## src/rtl/parser_ingress_arbiter.sv

```systemverilog
// parser_ingress_arbiter
// Round-robin packet scheduler in front of the packet parser. It grants one
// whole packet at a time from NUM_REQ word streams and drives the parser's
// single bus with packet-atomic framing. After every packet end or abort it
// forces an idle gap. It discards orphan words (valid without sop outside a
// packet). It aborts a packet whose source stalls or restarts mid-packet.
//
// Ports
//   CLK                clock
//   reset              synchronous active-low reset
//   req_valid_i        per-requester word valid
//   req_data_i         per-requester word, requester r at slice r, byte 0 in MSBs
//   req_sop_i          word is first of packet
//   req_eop_i          word is last of packet
//   req_bcnt_i         valid bytes in eop word, 0 means BUS_W_B
//   req_ready_o        word accepted on a rising edge where valid&ready
//   bus_o              word to parser
//   start_of_packet_o  first word of packet on bus_o
//   word_valid_o       bus_o carries a packet word
//   eop_o              last word of packet (normal or abort)
//   abort_o            packet truncated, coincident with eop_o
//   src_id_o           granted requester
//   busy_o             FSM not in IDLE
//   drop_cnt_o         saturating count of discarded orphan words
//   dbg_state_o        current FSM state (0 IDLE, 1 XFER, 2 GAP)
//
// Handshake: a word moves from requester r on a rising CLK edge where both
// req_valid_i[r] and req_ready_o[r] are high. While valid is high and ready
// is low, the requester holds data/sop/eop/bcnt stable. The output side has
// no backpressure.

module parser_ingress_arbiter #(
  parameter int NUM_REQ     = 4,
  parameter int BUS_W_B     = 4,
  parameter int IDLE_GAP    = 1,
  parameter int STALL_LIMIT = 16,
  localparam int BUS_W   = BUS_W_B * 8,
  localparam int BCNT_W  = (BUS_W_B > 1) ? $clog2(BUS_W_B) : 1,
  localparam int SRC_W   = (NUM_REQ > 1) ? $clog2(NUM_REQ) : 1,
  localparam int STALL_W = $clog2(STALL_LIMIT + 1)
) (
  input  logic                      CLK,
  input  logic                      reset,
  input  logic [NUM_REQ-1:0]        req_valid_i,
  input  logic [NUM_REQ*BUS_W-1:0]  req_data_i,
  input  logic [NUM_REQ-1:0]        req_sop_i,
  input  logic [NUM_REQ-1:0]        req_eop_i,
  input  logic [NUM_REQ*BCNT_W-1:0] req_bcnt_i,
  output logic [NUM_REQ-1:0]        req_ready_o,
  output logic [BUS_W-1:0]          bus_o,
  output logic                      start_of_packet_o,
  output logic                      word_valid_o,
  output logic                      eop_o,
  output logic                      abort_o,
  output logic [SRC_W-1:0]          src_id_o,
  output logic                      busy_o,
  output logic [15:0]               drop_cnt_o,
  output logic [1:0]                dbg_state_o
);

  typedef enum logic [1:0] {
    ST_IDLE = 2'd0,
    ST_XFER = 2'd1,
    ST_GAP  = 2'd2
  } state_t;

  state_t              state_q;
  logic [SRC_W-1:0]    rr_ptr_q, grant_q;
  logic [STALL_W-1:0]  stall_cnt_q;
  logic [3:0]          gap_cnt_q;
  logic                first_q;
  logic [BUS_W-1:0]    bus_q;
  logic                sop_q, valid_q, eop_q, abort_q;
  logic [15:0]         drop_cnt_q, drop_cnt_d;

  // Granted lane views
  logic              g_valid, g_sop, g_eop;
  logic [BUS_W-1:0]  g_data, masked;
  logic [BCNT_W-1:0] g_bcnt;

  assign g_valid = req_valid_i[grant_q];
  assign g_sop   = req_sop_i[grant_q];
  assign g_eop   = req_eop_i[grant_q];
  assign g_data  = req_data_i[int'(grant_q)*BUS_W +: BUS_W];
  assign g_bcnt  = req_bcnt_i[int'(grant_q)*BCNT_W +: BCNT_W];

  logic [NUM_REQ-1:0] cand, orphan;
  assign cand   = req_valid_i & req_sop_i;
  assign orphan = req_valid_i & ~req_sop_i;

  // Round-robin search: first sop candidate at or after rr_ptr, with wrap.
  logic             arb_found;
  logic [SRC_W-1:0] arb_idx;
  int               arb_scan;
  always_comb begin
    arb_found = 1'b0;
    arb_idx   = rr_ptr_q;
    arb_scan  = 0;
    for (int i = 0; i < NUM_REQ; i++) begin
      arb_scan = int'(rr_ptr_q) + i;
      if (arb_scan >= NUM_REQ) arb_scan = arb_scan - NUM_REQ;
      if (!arb_found && cand[arb_scan]) begin
        arb_found = 1'b1;
        arb_idx   = SRC_W'(arb_scan);
      end
    end
  end

  logic in_xfer, perr, acc, stall_hit, abort_now, pkt_end;
  // A sop on a non-first word means the source restarted: refuse the word
  // so it can be arbitrated later as a fresh packet.
  assign in_xfer   = (state_q == ST_XFER);
  assign perr      = in_xfer & g_valid & g_sop & ~first_q;
  assign acc       = in_xfer & g_valid & ~perr;
  assign stall_hit = in_xfer & ~g_valid &
                     (stall_cnt_q == STALL_W'(STALL_LIMIT - 1));
  assign abort_now = perr | stall_hit;
  assign pkt_end   = (acc & g_eop) | abort_now;

  always_comb begin
    req_ready_o = '0;
    if (reset) begin
      if (in_xfer) begin
        if (!perr) req_ready_o[grant_q] = 1'b1;
      end else begin
        req_ready_o = orphan;
      end
    end
  end

  // Zero bytes past bcnt in the eop word (byte 0 sits in the MSBs).
  always_comb begin
    masked = g_data;
    if (g_eop && (g_bcnt != '0)) begin
      for (int b = 0; b < BUS_W_B; b++) begin
        if (b >= int'(g_bcnt)) masked[BUS_W-1-8*b -: 8] = 8'h00;
      end
    end
  end

  // Orphans from several requesters in one cycle each count once.
  logic [3:0]  drop_inc;
  logic [16:0] drop_sum;
  always_comb begin
    drop_inc = '0;
    for (int r = 0; r < NUM_REQ; r++) drop_inc = drop_inc + {3'b000, orphan[r]};
    drop_sum   = {1'b0, drop_cnt_q} + {13'd0, drop_inc};
    drop_cnt_d = drop_cnt_q;
    if (!in_xfer) drop_cnt_d = drop_sum[16] ? 16'hFFFF : drop_sum[15:0];
  end

  always_ff @(posedge CLK) begin
    if (!reset) begin
      state_q     <= ST_IDLE;
      rr_ptr_q    <= '0;
      grant_q     <= '0;
      stall_cnt_q <= '0;
      gap_cnt_q   <= '0;
      first_q     <= 1'b0;
      bus_q       <= '0;
      sop_q       <= 1'b0;
      valid_q     <= 1'b0;
      eop_q       <= 1'b0;
      abort_q     <= 1'b0;
      drop_cnt_q  <= '0;
    end else begin
      drop_cnt_q <= drop_cnt_d;
      sop_q      <= 1'b0;
      valid_q    <= 1'b0;
      eop_q      <= 1'b0;
      abort_q    <= 1'b0;
      case (state_q)
        ST_IDLE: begin
          if (arb_found) begin
            grant_q     <= arb_idx;
            first_q     <= 1'b1;
            stall_cnt_q <= '0;
            state_q     <= ST_XFER;
          end
        end
        ST_XFER: begin
          if (acc) begin
            bus_q       <= masked;
            valid_q     <= 1'b1;
            sop_q       <= first_q;
            eop_q       <= g_eop;
            first_q     <= 1'b0;
            stall_cnt_q <= '0;
          end else if (!perr) begin
            stall_cnt_q <= stall_cnt_q + 1'b1;
          end
          if (abort_now) begin
            bus_q   <= '0;
            valid_q <= 1'b1;
            eop_q   <= 1'b1;
            abort_q <= 1'b1;
          end
          if (pkt_end) begin
            rr_ptr_q <= (int'(grant_q) == NUM_REQ - 1) ? '0 : grant_q + 1'b1;
            if (IDLE_GAP == 0) begin
              state_q <= ST_IDLE;
            end else begin
              state_q   <= ST_GAP;
              gap_cnt_q <= 4'(IDLE_GAP);
            end
          end
        end
        ST_GAP: begin
          if (gap_cnt_q <= 4'd1) state_q <= ST_IDLE;
          else                   gap_cnt_q <= gap_cnt_q - 1'b1;
        end
        default: state_q <= ST_IDLE;
      endcase
    end
  end

  assign bus_o             = bus_q;
  assign start_of_packet_o = sop_q;
  assign word_valid_o      = valid_q;
  assign eop_o             = eop_q;
  assign abort_o           = abort_q;
  assign src_id_o          = grant_q;
  assign busy_o            = (state_q != ST_IDLE);
  assign drop_cnt_o        = drop_cnt_q;
  assign dbg_state_o       = state_q;

endmodule

```

## config.mk

```make
export PLATFORM = sky130hd
export DESIGN_NAME = parser_ingress_arbiter
export DESIGN_NICKNAME = d
export VERILOG_FILES = /design/src/rtl/parser_ingress_arbiter.sv
export SDC_FILE = /design/constraint.sdc
export NUM_CORES = 1
export LEC_CHECK = 0
export BUFFER_PORTS_ARGS = -buffer_cell sky130_fd_sc_hd__buf_2
export CORE_ASPECT_RATIO = 0.7
export CORE_MARGIN = 2
export CORE_UTILIZATION = 46
export DETAILED_ROUTE_END_ITERATION = 12
export PLACE_DENSITY = 0.78
export RECOVER_POWER = 25
export SETUP_SLACK_MARGIN = 0.4
export SLEW_MARGIN = 20
export SYNTH_ARGS = -nofsm -noshare
export SYNTH_HDL_FRONTEND = slang
export SYNTH_SLANG_ARGS = --single-unit
export TNS_END_PERCENT = 100
```

## constraint.sdc

```tcl
create_clock -name CLK -period 3.1 [get_ports CLK]
set_clock_uncertainty 0.1 [all_clocks]
set_input_delay 0 -clock CLK [delete_from_list [all_inputs] [get_ports CLK]]
set_output_delay 0 -clock CLK [all_outputs]
set_load 0.05 [all_outputs]
```

==> impl_results.md, run 1 <==
* Status: completed
* Highest clock rate at 391 MHz
* Total power draw at 2770 uW
* Setup bufs post-CTS at 0
* Reg2reg end: drop_cnt_o[3]
* Die area at 9600 um2
* Worst Tran Pin Value at about 830 ps
* CP startpoint kind: flop
* Finish-stage setup viols at 0
* Fin nets at a little under 800
* Hold Path End: src_id_o[1]
* Leading cell type in the layout, fill and taps excluded: buf_2
* Ys flop type: dfxtp_1
* WL final at approximately 13 mm
* Worst vdd ir at just under 0.0003 V
* Post-route setup TNS at 0 ps
* Rows at 28
* Post_cts resized at 0
* # port buffers at between 200 and 250
* Worst path required time at ~3200 ps
* Slew headroom at 0.442
* Syn nets at ~590
* H-tree depth at 3
* Clock Tree Buf Depth at 2
* Static Leak at between 0.002 and 0.0025 uW
* Sequential group share of total power at 0.355
* Sw Ratio at 0.344
* Hpwl dp at 10.3 mm
* Diode count at 0
* TritonCTS buffer count at 9
* CTS root buf: clkbuf_16
* Fraction of layout instances using a drive strength above 1 at 0.400
* Final Hold Fails at 0
* Comb pwr share at 0.316
* CP arrival at about 2700 ps
* Post-synthesis cell type count at between 50 and 60
* Vias in the first global route at 4,206
* P_int at 1820 uW
* Inst Count DP at 736
* Initial DRT Pass Iterations at 5
* Tcrit/Tclk final at 0.825
* Num Clock Sinks at between 60 and 70
* # hold bufs at CTS at 0
* Clock Latency Late Sink at approximately 330 ps
* Via count at roughly 4,300
* Async S/R FF share, synth at 0
* Grt total ovfl at 0
* Most frequent cells in the layout: buf_2 (178), dfxtp_1 (65), nand3_1 (43), nand2_1 (37), mux4_2 (36)
* Critical path class: reg2reg
* Post-synth EDFFs at 0
* Post-Syn Area per Cell at roughly 9.6 um2
* Yosys reg bits at 68
* Worst hold path type: in2reg
* HP Start: req_valid_i[1]
* Syn Inst Count at roughly 430
* Avg WL per Cell at roughly 17 um
* Fin util at 0.637
* Tmin final at 2560 ps
* Num ports at 211
* All-Layer GR Usage at 0.280
* Pins over their slew limit at 0
* Worst r2r path cells at 8
* Die W at around 120 um
* CTS tree: built
* Post-Layout Cell Count at 750
* Mapped cell area at 4060 um2
* Sequential-to-total area share from yosys stat at 0.335
* Antenna viol nets, final at 0
* Core Area at between 8000 and 9000 um2
* First-pass GRT wire length at roughly 20 mm
* Min-Delay Path Depth at 4
* Total of max-cap violations at 0
* Net switching power at ~950 uW
* Pwr Density at 512 nW/um2
* Clock power share at 0.329
* RSZ-0062 raised after global routing: false
* Initial antenna violation count at 0
* Die height at about 83 um
* Reg-to-Reg Start: drop_cnt_o[0]
* R2R Setup Slk at roughly 540 ps
* Clock transition at path regs at roughly 50 ps
* Crit Path Max Fanout at 9
* Initial core utilization at 0.477
* Final hold slack at 17.6 ps
* Pin count of the biggest net entering global routing at 51
* Setup crit end kind: flop
* P&R area growth vs syn at 33.5%
* Vias/cell at ~5.7
* DRT iter0 DRCs at 380
* RePlAce Congestion at around 0.94
* Synth warnings at 0
* # DRC at 0
cell type report:
cell class | count | area [um2]
clock inverter | 2 | 12.5
inverter | 21 | 78.8
fill | 744 | 3090
tap | 120 | 150
timing repair buffer | 217 | 1060
multi-input combinational | 310 | 2500
sequential | 68 | 1370
clock buffer | 12 | 246
synthesized netlist by cell type (all sizes together) (5+ instances only):
| master | number | area share |
|---|---|---|
| dfxtp | 68 | 0.34 |
| nor3 | 8 | 0.0099 |
| o21ai | 36 | 0.048 |
| a31oi | 6 | 0.0092 |
| nor2 | 28 | 0.027 |
| nand2 | 38 | 0.037 |
| inv | 20 | 0.018 |
| buf | 14 | 0.022 |
| a21oi | 23 | 0.028 |
| ha | 9 | 0.028 |
| clkbuf | 12 | 0.011 |
| nand2b | 7 | 0.011 |
| mux4 | 36 | 0.20 |
| nor2b | 5 | 0.0077 |
| a22oi | 10 | 0.018 |
| and3 | 6 | 0.0092 |
| xnor2 | 8 | 0.017 |
| xor2 | 5 | 0.011 |
| nand3 | 43 | 0.053 |
how the worst max path moves through the flow:
stage / from / to / slack [ps] / cells after the start
2_1_floorplan: src_id_o[0] / req_ready_o[0] / 450 / 7
3_3_place_gp: drop_cnt_o[0] / drop_cnt_o[8] / 530 / 8
3_5_place_dp: drop_cnt_o[0] / drop_cnt_o[3] / 480 / 8
4_1_cts: drop_cnt_o[0] / drop_cnt_o[3] / 470 / 8
5_1_grt: drop_cnt_o[0] / drop_cnt_o[14] / 410 / 9
6_report: drop_cnt_o[0] / drop_cnt_o[3] / 540 / 8
layer usage:
| layer | share of wire | global-route usage | vias up |
|---|---|---|---|
| li1 | - | - | 1986 |
| met1 | 0.41 | 0.332 | 2034 |
| met2 | 0.45 | 0.456 | 232 |
| met3 | 0.097 | 0.101 | 58 |
| met4 | 0.038 | 0.133 | 0 |
| met5 | 0 | 0 | - |
critical path, stage by stage, from the launching register on:
cell and delay (ps):
dfxtp_2 330, fa_1 520, inv_1 50, fa_1 400
inv_1 80, fa_2 230, nand4_1 150, or3_4 440
a21oi_1 140
cells by family after synthesis:
logic type | share of synthesized area
xor gates and xnor gates | 0.0281
DFF | 0.335
adders and majority gates | 0.0425
and+or+nand+nor | 0.177
buffers and inverters | 0.0521
muxes | 0.207
AOI/OAI and AO/OA | 0.158
flip-flops by register name, indices dropped and copies added, names as in the netlist:
name               flops
bus_o                 32
drop_cnt_o            16
stall_cnt_q            5
gap_cnt_q              4
dbg_state_o            2
rr_ptr_q               2
src_id_o               2
abort_o                1
eop_o                  1
first_q                1
start_of_packet_o      1
word_valid_o           1
stage by stage:
| stage | cell area (um2) | setup WS, ps |
|---|---|---|
| after floorplan | 4060 | 451 |
| after global placement | 5180 | 533 |
| after detailed placement | 5180 | 481 |
| after CTS | 5440 | 470 |
| after global routing | 5420 | 410 |
| final | 5420 | 544 |
power groups by stage:
stage | Sequential [uW] | Clock (uW) | Combinational (uW)
global route | 991 | 962 | 948
CTS | 980 | 923 | 879
finish | 984 | 912 | 877
global placement | 994 | 0 | 855
floorplan | 1130 | 0 | 496
detailed placement | 997 | 0 | 875
Power figures use the tool's default switching activity.
==> run 2: changes to the inputs <==
Settings changed: CORE_UTILIZATION 46 to 42, PLACE_DENSITY 0.78 to 0.75.
Clock period 3.1 ns to 2.2 ns, I/O delays scaled along.
==> run 2 against run 1 <==
The flow now finishes with violations (negative setup slack). Global-route usage fell by 0.93 points. Critical path depth rose by 2. Critical endpoint is now drop_cnt_o[4]. Total power rose by 60%. Sequential power rose by 41%. Die area rose by 9.1%. Register-to-register slack got worse by 730 ps. Hold slack improved by 12 ps. Critical path type unchanged. Highest routed layer unchanged.
==> impl_results.md, run 2 (synthesized netlist as in run 1, its figures left out) <==
* Max reg flops at 32 (unchanged)
* Grt total ovfl at 0 (unchanged)
* Bufs and invs on worst path at 3 (+1)
* Pwr Density at 694 nW/um2 (+36%)
* H-tree depth at 3 (unchanged)
* Slew headroom at 0.573 (+0.130)
* Final Hold Fails at 0 (unchanged)
* Core Area at 9220 um2 (+8.3%)
* Initial core utilization at 0.440 (-0.0364)
* Hpwl dp at 9.95 mm (-3.6%)
* # DRC at 0 (unchanged)
* RePlAce Congestion at 0.900 (-4.6%)
* Net switching power at 1550 uW (+63%)
* Rows at 29 (+3.6%)
* FF/Latch Area at 1380 um2 (+0.73%)
* Finish-stage setup viols at 14 (+14)
* RSZ-0062 raised after global routing: true
* Crit-path max cell delay at 430 ps (-90 ps)
* Clock Latency Late Sink at 330 ps (about the same)
* Tmin final at 2390 ps (-165 ps)
* Fin util at 0.692 (+0.0557)
* Critical path class: reg2reg
* Worst vdd ir at 0.000505 V (+71%)
* Sw Ratio at 0.351 (+0.00649)
* CTS tree: built
* Highest clock rate at 418 MHz (+6.9%)
* Clock Tree Buf Depth at 2 (unchanged)
* Delay-heaviest family, CP: adder cells
* Final worst setup slack at -191 ps (-735 ps)
* Avg WL per Cell at 18.0 um (+4.0%)
* P&R area growth vs syn at 57.2%
* Die W at 121 um (+4.5%)
* WL final at 14.2 mm (+9.7%)
* Antenna viol nets, final at 0 (unchanged)
* # port buffers at 210 (unchanged)
* Most frequent CP cell: fa_2
* CTS root buf: clkbuf_16
* P_int at 2880 uW (+58%)
* Worst path required time at 2290 ps (-950 ps)
* Die height at 86.3 um (+4.4%)
* Num ports at 211 (unchanged)
* Fraction of layout instances using a drive strength above 1 at 0.555 (+0.155)
* Pin count of the biggest net entering global routing at 35 (-31%)
* Post-route setup TNS at -2200 ps (-2200 ps)
* Pins over their slew limit at 0 (unchanged)
* Comb pwr share at 0.388 (+0.072)
* Crit path max-delay cell type: fa_1
* Tcrit/Tclk final at 1.09 (+0.262)
* Fin nets at 824 (+4.4%)
* Clock power share at 0.298 (-0.031)
* Status: finished with violations
* Die area at 10,500 um2 (+9.1%)
* Diode count at 0 (unchanged)
* Fillers at 703 (-5.5%)
* CP arrival at 2480 ps (-220 ps)
* Most frequent cells in the layout: buf_2 (178), dfxtp_1 (63), mux4_2 (36), nand2_1 (35), clkbuf_1 (31)
* Setup crit end kind: flop
* Failing checks: negative setup slack
* Worst hold path type: in2reg
* Crit-path cells: fa_1, inv_1, fa_2, inv_2, fa_2, buf_4, and3_1, nand2_1, xor2_1, a21oi_1
* CP startpoint kind: flop
* First-pass GRT wire length at 22.3 mm (+8.1%)
* Clock transition at path regs at 60 ps (about the same)
* Multi-input gate area at 2980 um2 (+19%)
* TritonCTS buffer count at 9 (unchanged)
* Num Clock Sinks at 68 (unchanged)
* DRT iter0 DRCs at 280 (-26%)
* Vias/cell at 5.75 (+0.12%)
* Worst Tran Pin Value at 643 ps (-186 ps)
* Sequential group share of total power at 0.314 (-0.041)
* Static Leak at 0.00260 uW (+14%)
* All-Layer GR Usage at 0.270 (-0.00926)
* Via count at 4,551 (+5.6%)
* Vias in the first global route at 4,480 (+6.5%)
* Initial DRT Pass Iterations at 4 (-1)
* Leading cell type in the layout, fill and taps excluded: buf_2
* Total of max-cap violations at 0 (unchanged)
* Crit Path Max Fanout at 3 (-6)
* Initial antenna violation count at 0 (unchanged)
-- run 2: cell types whose count changed in the layout (fill, tap and decap cells not counted), moves of 4 or more --
cell,change
a21oi_1,-5
a21oi_2,+5
a22oi_1,-8
a22oi_2,+8
buf_12,+4
buf_4,+12
buf_6,+16
nand3_1,-24
nand3_2,+21
nor2_4,+5
o21ai_0,-18
o21ai_1,+4
o21ai_2,+13
-- run 2: final cells by class --
cell class                      instances  share of cell area
Clock buffer                           14              0.0414
Clock inverter                          2             0.00157
Inverter                               21              0.0131
Multi-Input combinational cell        311               0.468
Sequential cell                        68               0.216
Tap cell                              124              0.0243
Timing Repair Buffer                  251               0.237
-- run 2: worst register-to-register path, delay by kind of cell, from the launching register on --
family,cells,cell delay (ps)
xor gates and xnor gates,1,190
and+or+nand+nor,2,250
AOI/OAI and AO/OA,1,100
adders and majority gates,3,1010
DFF,1,340
buffers and inverters,3,270
-- run 2: stage by stage --
stage / instances / instance area [um2] / hold WS (ps) / power [uW] / setup slack, ps
after global placement: 752 / 5430 / 319 / 2700 / -238
after floorplan: 425 / 4270 / 133 / 2370 / -242
final: 791 / 6380 / 29.2 / 4430 / -191
after CTS: 787 / 6170 / 13.8 / 4300 / -159
after detailed placement: 752 / 5430 / 333 / 2730 / -319
after global routing: 791 / 6380 / 45.8 / 4620 / -292
-- run 2: metal layers --
layer / vias to the layer above / track usage / wire (um)
li1: 2064 / - / -
met1: 2227 / 0.338 / 5830
met2: 240 / 0.471 / 7160
met3: 20 / 0.0572 / 1020
met4: 0 / 0.0888 / 215
met5: - / 0 / 0
-- run 2: worst paths after layout --
check / startpoint / to / slack (ps) / depth (start not counted)
setup reg to reg: drop_cnt_o[0] / drop_cnt_o[4] / -190 / 10
hold / removal: req_data_i[91] / bus_o[27] / 30 / 4
setup / recovery: drop_cnt_o[0] / drop_cnt_o[4] / -190 / 10
hold reg to reg: bus_o[15] / bus_o[15] / 340 / 2
-- run 2: power groups by stage --
stage / sequential, uW / combinational [uW] / clock, uW
after floorplan: 1590 / 781 / 0
after global placement: 1410 / 1290 / 0
after detailed placement: 1410 / 1320 / 0
after CTS: 1380 / 1580 / 1340
after global routing: 1400 / 1820 / 1400
final: 1390 / 1720 / 1320
-- run 2: what timing repair did --
item                                    CTS  global route
gates cloned                              3             0
endpoints found under the hold margin     1             0
pin swaps                                34            22
resized for setup                        63            47
hold buffers                              1             0
endpoints found under the setup margin   62            68
setup buffers                            15             4
==> run 3: changes to the inputs <==
Settings changed: GPL_ROUTABILITY_DRIVEN set to 0, SETUP_SLACK_MARGIN 0.4 to not set.
==> run 3 against run 2 <==
The run still ends with negative setup slack left. Total power is 5.6% lower. Count of clock-buffer cells in the layout down 2. Utilization decreased by 6.6 points. Setup slack lost 7.2 ps. Critical endpoint is now drop_cnt_o[7].
==> impl_results.md, run 3 (synthesized netlist as in run 1, its figures left out) <==
* Pwr Density at 725 nW/um2 (+4.4%)
* Worst Tran Pin Value at 650 ps (+6.16 ps)
* Tmin final at 2400 ps (+7.19 ps)
* Setup crit end kind: flop
* CP startpoint kind: flop
* Rows at 29 (unchanged)
* Most frequent cells in the layout: buf_2 (178), dfxtp_1 (65), nand3_1 (42), nand2_1 (37), mux4_2 (36)
* Final worst setup slack at -198 ps (-7.19 ps)
* Static Leak at 0.00244 uW (-6.3%)
* Leading cell type in the layout, fill and taps excluded: buf_2
* Via count at 4,281 (-5.9%)
* Vias/cell at 5.50 (-4.4%)
* Hpwl dp at 10.1 mm (+1.2%)
* CP arrival at 2550 ps (+70 ps)
* First-pass GRT wire length at 21.2 mm (-4.6%)
* Post-Place Worst Slack at -300 ps (+19.3 ps)
* DRT iter0 DRCs at 228 (-19%)
* Finish-stage setup viols at 15 (+1)
* Critical Path End: drop_cnt_o[7]
* Sequential group share of total power at 0.331 (+0.017)
* All-Layer GR Usage at 0.258 (-0.0122)
* Die height at 86.3 um (unchanged)
* Worst path required time at 2350 ps (+60 ps)
* Reg2reg end: drop_cnt_o[7]
* # port buffers at 210 (unchanged)
* Critical path class: reg2reg
* Multi-input gate area at 2590 um2 (-13%)
* Clock power share at 0.350 (+0.052)
* Worst vdd ir at 0.000364 V (-28%)
* P&R area growth vs syn at 42.1%
* CTS tree: built
* Antenna viol nets, final at 0 (unchanged)
* Fillers at 816 (+16%)
* # DRC at 0 (unchanged)
* WL final at 13.0 mm (-8.9%)
* Initial core utilization at 0.440 (unchanged)
* Clock transition at path regs at 50 ps (about the same)
* Met3 usage at 0.0829 (+0.0257)
* Max reg flops at 32 (unchanged)
* GR Util met2 at 0.429 (-0.0424)
* Num Clock Sinks at 68 (unchanged)
* Reg-to-Reg Start: drop_cnt_o[0]
* FF/Latch Area at 1370 um2 (-0.36%)
* Initial antenna violation count at 1 (+1)
* Clock Tree Buf Depth at 2 (unchanged)
* Final Hold Fails at 0 (unchanged)
* Vias in the first global route at 4,385 (-2.1%)
* RSZ-0062 raised after global routing: true
* Diode count at 0 (unchanged)
* Highest clock rate at 417 MHz (-0.30%)
* Crit Path Max Fanout at 9 (+6)
* M1 GR Usage at 0.326 (-0.0113)
* Clock Latency Late Sink at 330 ps (about the same)
* CTS root buf: clkbuf_16
* Num ports at 211 (unchanged)
* Slew headroom at 0.569 (-0.00409)
* Sw Ratio at 0.331 (-0.0198)
* Tcrit/Tclk final at 1.09 (+0.00327)
* Core Area at 9220 um2 (unchanged)
* Worst hold path type: in2reg
* P_int at 2800 uW (-2.7%)
* Critical path startpoint: drop_cnt_o[0]
* R2R Setup Slk at -200 ps (about the same)
* Fin nets at 811 (-1.6%)
* Avg WL per Cell at 16.7 um (-7.4%)
* Grt total ovfl at 0 (unchanged)
* TritonCTS buffer count at 9 (unchanged)
* Initial DRT Pass Iterations at 4 (unchanged)
* Die W at 121 um (unchanged)
* Failing checks: negative setup slack
* H-tree depth at 3 (unchanged)
* GRT busiest layer: met2
* Worst r2r path cells at 8 (-2)
* Pin count of the biggest net entering global routing at 42 (+20%)
* Fraction of layout instances using a drive strength above 1 at 0.448 (-0.107)
* Total of max-cap violations at 0 (unchanged)
* Pins over their slew limit at 0 (unchanged)
* Post-route setup TNS at -2310 ps (-113 ps)
* Net switching power at 1380 uW (-11%)
* Comb pwr share at 0.319 (-0.069)
* Die area at 10,500 um2 (unchanged)
* Status: finished with violations
==> run 3: cell count changes in the layout (fill, tap and decap cells not counted), sizes merged <==
cell / delta
nor2: -1
dlygate4sd3: +3
inv: +1
buf: -19
clkbuf: +2
bufinv: +1
==> run 3: worst min-delay path by stage <==
stage | from | end | slack [ps] | cells after the start
after CTS | req_data_i[31] | bus_o[31] | 2 | 4
after floorplan | req_valid_i[1] | src_id_o[1] | 140 | 3
after detailed placement | req_sop_i[1] | src_id_o[1] | 320 | 4
after global placement | reset | stall_cnt_q[2] | 320 | 2
final | req_data_i[31] | bus_o[31] | 20 | 4
after global routing | req_data_i[31] | bus_o[31] | 20 | 4
==> run 3: final cells by class <==
class	instances	share of cell area
Inverter	21	0.0137
Multi-Input combinational cell	310	0.449
Clock buffer	12	0.0445
Clock inverter	4	0.00803
Timing Repair Buffer	239	0.220
Tap cell	124	0.0269
Sequential cell	68	0.238
==> run 3: routing by layer <==
metal / routed length [um] / share of wire
met3: 941 / 0.073
met4: 189 / 0.015
met1: 5610 / 0.43
met2: 6210 / 0.48
met5: 13 / 0.0010
==> run 3: critical path: stages (launching register included) <==
cell	delay [ps]
dfxtp_4	340
fa_1	470
inv_1	50
fa_2	350
inv_2	70
fa_2	230
nand4_1	130
or3_4	420
a21oi_1	150
==> run 3: what timing repair did <==
item                                   in CTS  in global routing
hold buffers                                4                  0
resized for setup                           8                 14
pin swaps                                   4                  7
setup endpoints to repair                  17                 19
endpoints found under the hold margin       8                  0
setup buffers                               0                  5
==> run 3: stage by stage <==
step | power [uW] | utilization | instance area, um2 | std cells | hold slack, ps
final | 4180 | 0.626 | 5770 | 778 | 17.0
after floorplan | 2300 | - | 4100 | 425 | 136
after global routing | 4380 | 0.626 | 5770 | 778 | 20.5
after CTS | 4170 | 0.619 | 5710 | 773 | 2.48
after detailed placement | 2690 | 0.577 | 5320 | 753 | 317
after global placement | 2650 | 0.577 | 5320 | 753 | 315
==> run 3: power groups by stage <==
stage                     combinational (uW)  sequential [uW]  clock, uW
after CTS                               1300             1380       1490
after floorplan                          707             1590          0
after global routing                    1450             1390       1540
after detailed placement                1280             1410          0
after global placement                  1250             1400          0
final                                   1330             1380       1470
